==> src/rtl/shift_result_buffer.sv <==
// Result buffer for a 32-bit shifter: tags each issued operation, captures the
// shifter result one cycle later, and presents results in issue order through a
// first-word fall-through queue with a sticky overflow-attempt flag.
module shift_result_buffer #(
    parameter int unsigned DEPTH = 4,
    parameter int unsigned TAG_W = 4
) (
    input  logic                     clock,
    input  logic                     reset_n,
    input  logic                     issue_valid,
    input  logic [TAG_W-1:0]         issue_tag,
    output logic                     issue_ready,
    input  logic [31:0]              Z,
    output logic                     out_valid,
    input  logic                     out_ready,
    output logic [31:0]              out_data,
    output logic [TAG_W-1:0]         out_tag,
    output logic                     out_zero,
    output logic                     out_sign,
    output logic [$clog2(DEPTH):0]   count,
    output logic                     drop_err
);

    localparam int unsigned PW = $clog2(DEPTH);
    localparam int unsigned CW = PW + 1;
    localparam logic [CW:0]   DEPTH_OCC = (CW + 1)'(DEPTH);
    localparam logic [CW-1:0] DEPTH_CNT = CW'(DEPTH);

    logic [31:0]      r_data [DEPTH];
    logic [TAG_W-1:0] r_tag  [DEPTH];
    logic             r_zero [DEPTH];
    logic             r_sign [DEPTH];

    logic [PW-1:0]    r_wptr;
    logic [PW-1:0]    r_rptr;
    logic [CW-1:0]    r_count;
    logic             r_pend_valid;
    logic [TAG_W-1:0] r_pend_tag;
    logic             r_drop_err;

    logic [CW:0]      w_occupancy;
    logic             w_accept;
    logic             w_capture;
    logic             w_pop;

    // Occupancy counts the in-flight result so a slot is reserved at issue time.
    assign w_occupancy = {1'b0, r_count} + {{CW{1'b0}}, r_pend_valid};
    assign issue_ready = (w_occupancy < DEPTH_OCC);
    assign w_accept    = issue_valid & issue_ready;
    assign w_capture   = r_pend_valid;
    assign out_valid   = (r_count != '0);
    assign w_pop       = out_valid & out_ready;

    assign out_data = r_data[r_rptr];
    assign out_tag  = r_tag[r_rptr];
    assign out_zero = r_zero[r_rptr];
    assign out_sign = r_sign[r_rptr];
    assign count    = r_count;
    assign drop_err = r_drop_err;

    // Control state: pending slot, pointers, occupancy and sticky error.
    always_ff @(posedge clock or negedge reset_n) begin
        if (!reset_n) begin
            r_wptr       <= '0;
            r_rptr       <= '0;
            r_count      <= '0;
            r_pend_valid <= 1'b0;
            r_pend_tag   <= '0;
            r_drop_err   <= 1'b0;
        end else begin
            if (w_accept) begin
                r_pend_valid <= 1'b1;
                r_pend_tag   <= issue_tag;
            end else if (w_capture) begin
                r_pend_valid <= 1'b0;
            end
            if (issue_valid && !issue_ready) begin
                r_drop_err <= 1'b1;
            end
            if (w_capture) begin
                r_wptr <= r_wptr + 1'b1;
            end
            if (w_pop) begin
                r_rptr <= r_rptr + 1'b1;
            end
            if (w_capture && !w_pop) begin
                r_count <= r_count + 1'b1;
            end else if (w_pop && !w_capture) begin
                r_count <= r_count - 1'b1;
            end
        end
    end

    // Result storage, written with the shifter output one cycle after issue.
    always_ff @(posedge clock or negedge reset_n) begin
        if (!reset_n) begin
            for (int i = 0; i < DEPTH; i++) begin
                r_data[i] <= '0;
                r_tag[i]  <= '0;
                r_zero[i] <= 1'b0;
                r_sign[i] <= 1'b0;
            end
        end else if (w_capture) begin
            r_data[r_wptr] <= Z;
            r_tag[r_wptr]  <= r_pend_tag;
            r_zero[r_wptr] <= (Z == 32'd0);
            r_sign[r_wptr] <= Z[31];
        end
    end

    // A capture into a full buffer would overwrite the head entry.
    a_no_write_when_full: assert property (@(posedge clock) disable iff (!reset_n)
        r_pend_valid |-> (r_count != DEPTH_CNT));

    a_count_in_range: assert property (@(posedge clock) disable iff (!reset_n)
        r_count <= DEPTH_CNT);

endmodule

==> config.mk <==
export PLATFORM = sky130hd
export DESIGN_NAME = shift_result_buffer
export DESIGN_NICKNAME = d
export VERILOG_FILES = /design/src/rtl/shift_result_buffer.sv
export SDC_FILE = /design/constraint.sdc
export NUM_CORES = 1
export LEC_CHECK = 0
export CORE_AREA = 4 4 116 118
export CTS_CLUSTER_SIZE = 30
export DETAILED_ROUTE_END_ITERATION = 6
export DIE_AREA = 0 0 120 122
export MAX_ROUTING_LAYER = met4
export PLACE_DENSITY_LB_ADDON = 0.1
export SYNTH_ARGS = -nofsm -noshare
export SYNTH_HDL_FRONTEND = slang
export SYNTH_SLANG_ARGS = --single-unit
==> constraint.sdc <==
create_clock -name clock -period 5.8 [get_ports clock]
set_input_delay 1.16 -clock clock [delete_from_list [all_inputs] [get_ports clock]]
set_output_delay 1.16 -clock clock [all_outputs]
set_load 0.005 [all_outputs]
==> impl_results.md <==
* Syn Nets at 467
* Setup Slack @ Placement at 2.14 ns
* Most frequent cells in the layout: dfrtp_1, clkdlybuf4s50_1, mux2_2, mux2_4, mux4_2
* Gate Count Post-Synth at 421
* Root Driver: clkbuf_16
* Routed wire length at 14200 µm
* Syn_area_per_cell at 17.5 µm²
* WHS at 0.480 ns
* Global placement routability congestion at 0.741
* Fin crit share at 0.692
* Mapped Area at 7390 µm²
* Share of cells above drive strength 1 at 0.438
* Initial Util at 0.593
* Synth area leaders: dfrtp_1, mux2_4, mux2_2
* Non-Filler Instances at 688
* Hold-fix buffers, CTS at 0
* Rows at 41
* Final hold vios at 0
* CP arrival at 2.85 ns
* First-pass GRT wire length at 23600 µm
* Slew at the pin closest to its max-slew limit at 1.06 ns
* Antenna cells at 0
* H-tree Lvls at 4
* Max transition margin at 0.295
* Die Wd at 120 µm
* Cts bufs inserted at 17
* Max clock buf depth at 2
* Leak pwr at 0.00390 µW
* Die Span Y at 122 µm
* Inst Count DP at 656
* Setup TNS at 0 ns
* DRT iter0 DRCs at 235
* CP required at 4.64 ns
* Fill cells at 864
* Yosys top cell area share at 0.545
* I/O Buffers at 83
* Yosys warning total at 0
* Clock Skews at 0.00608 ns
* Yosys cell types at 24
* Max FO, Critical Path at 30
* Largest net degree at the start of global routing at 115
* CTS sink count at 161
* Via density at 5.72
* Startpoint types: register
* Yosys top cell by area: dfrtp_1
* #FFs+latches synth at 161
* Critical path class: register to primary output
* First drt pass iteration count at 4
* Clock Latency Late Sink at 0.42 ns
* Remaining DRCs at 0
* PwrDens at 617 nW/µm²
* Max Slew Vio Count at 0
* Die footprint at 14600 µm²
* Maximum clock rate at 249 MHz
* Hpwl dp at 8920 µm
* Tmin final at 4.01 ns
* Commonest non-fill, non-tap cell in the layout: dfrtp_1
* Initial antenna violation count at 0
* Max_cap viols at 0
* Per-cell routed wire length at 20.7 µm
* # setup viols final at 0
* Worst vdd ir at 410 µV
* Clock-pin slew on the worst setup and hold paths at 0.06 ns
* Area growth syn-to-layout at 19.3%
* DRT antenna net count at 0
* Final nets at 549
* All-layer global routing usage at 0.219
* Post-CTS setup buffer count at 0
* Path category of the worst min-delay check: register to register
* Vias in the first global route at 4391
* CTS tree: built
* Core Box Area at 12500 µm²
* Outcome: finished clean
* Io pins at 84
* CP Capture Type: primary output
* Seq/Total Area, Yosys at 0.545
* Final setup margin at 1.79 ns
* RSZ-0062 raised after global routing: false
* Post-CTS Resized at 0
* Grt ovf at 0
* Via count at 3937
[Yosys cell counts]
cell type,count
nor4_1,8
buf_4,3
xnor2_1,3
mux2_4,72
o21ai_0,1
buf_6,15
o21bai_1,1
ha_1,5
nor2_1,1
mux2_2,77
nand4_1,2
a31oi_4,1
buf_2,7
mux4_2,37
o31ai_1,4
xor2_1,3
nand3_1,1
clkbuf_1,1
inv_1,5
nand2_2,4
or3_1,1
fa_1,1
nand2_1,7
dfrtp_1,161
[state kept, by name, indices dropped and copies added (netlist names), 2 cells and up]
register and cells:
r_zero 4, count 3, r_sign 3, r_rptr 2, r_pend_tag 4, r_tag 16
r_data 125, r_wptr 2
[power breakdown]
group	internal (µW)	total (µW)	switching, µW
Combinational	1600	2220	617
Clock	647	1060	416
Sequential	1700	2150	457
[layer usage]
layer,wire (µm),up-vias,global-route usage
li1,-,1734,-
met1,6240,2089,0.288
met2,7040,93,0.334
met3,672,21,0.0590
met4,252,0,0.0787
met5,0,-,-
[cell families (layout without fill, tap and decap cells)]
kind of cell,after synthesis,after routing,synth area share
compound gates,7,7,0.00864
mux,186,186,0.377
flops,161,161,0.545
buf+inv,31,126,0.0337
simple gates,24,24,0.0174
xor+xnor,6,6,0.00712
fa+ha+maj,6,6,0.0112
[per-stage QoR]
step                power (µW)   util  cell area, µm²
floorplan                 3520      -            7390
global placement          4330  0.662            8250
detailed placement        4410  0.662            8250
CTS                       5500  0.707            8820
global route              5750  0.707            8820
finish                    5440  0.707            8820
[final timing paths]
path | start | endpoint | slack [ns] | depth (start not counted)
max in group asynchronous | reset_n | r_data[112] | 3.69 | 2
worst min-delay path | r_zero[2] | r_zero[2] | 0.48 | 2
min in group asynchronous | reset_n | r_data[115] | 0.87 | 1
worst min register to register | r_zero[2] | r_zero[2] | 0.48 | 2
worst max register to register | count[0] | count[2] | 3.62 | 8
worst max-delay path | r_rptr[0] | out_data[26] | 1.79 | 3
[critical path, stage by stage (launching register included)]
cell and delay [ns]:
dfrtp_2 1.06, buf_4 0.38, mux4_2 0.52, clkdlybuf4s50_1 0.47
[area by class of cell]
| cell class | count | area, µm² | area share |
|---|---|---|---|
| Inverter | 5 | 18.8 | 0.00213 |
| Tap cell | 172 | 215 | 0.0244 |
| Multi-Input combinational cell | 229 | 3110 | 0.353 |
| Timing Repair Buffer | 89 | 877 | 0.0995 |
| Clock inverter | 4 | 47.5 | 0.00539 |
| Sequential cell | 161 | 4030 | 0.457 |
| Clock buffer | 28 | 517 | 0.0586 |
No activity file was read; power rests on OpenSTA's default activity.
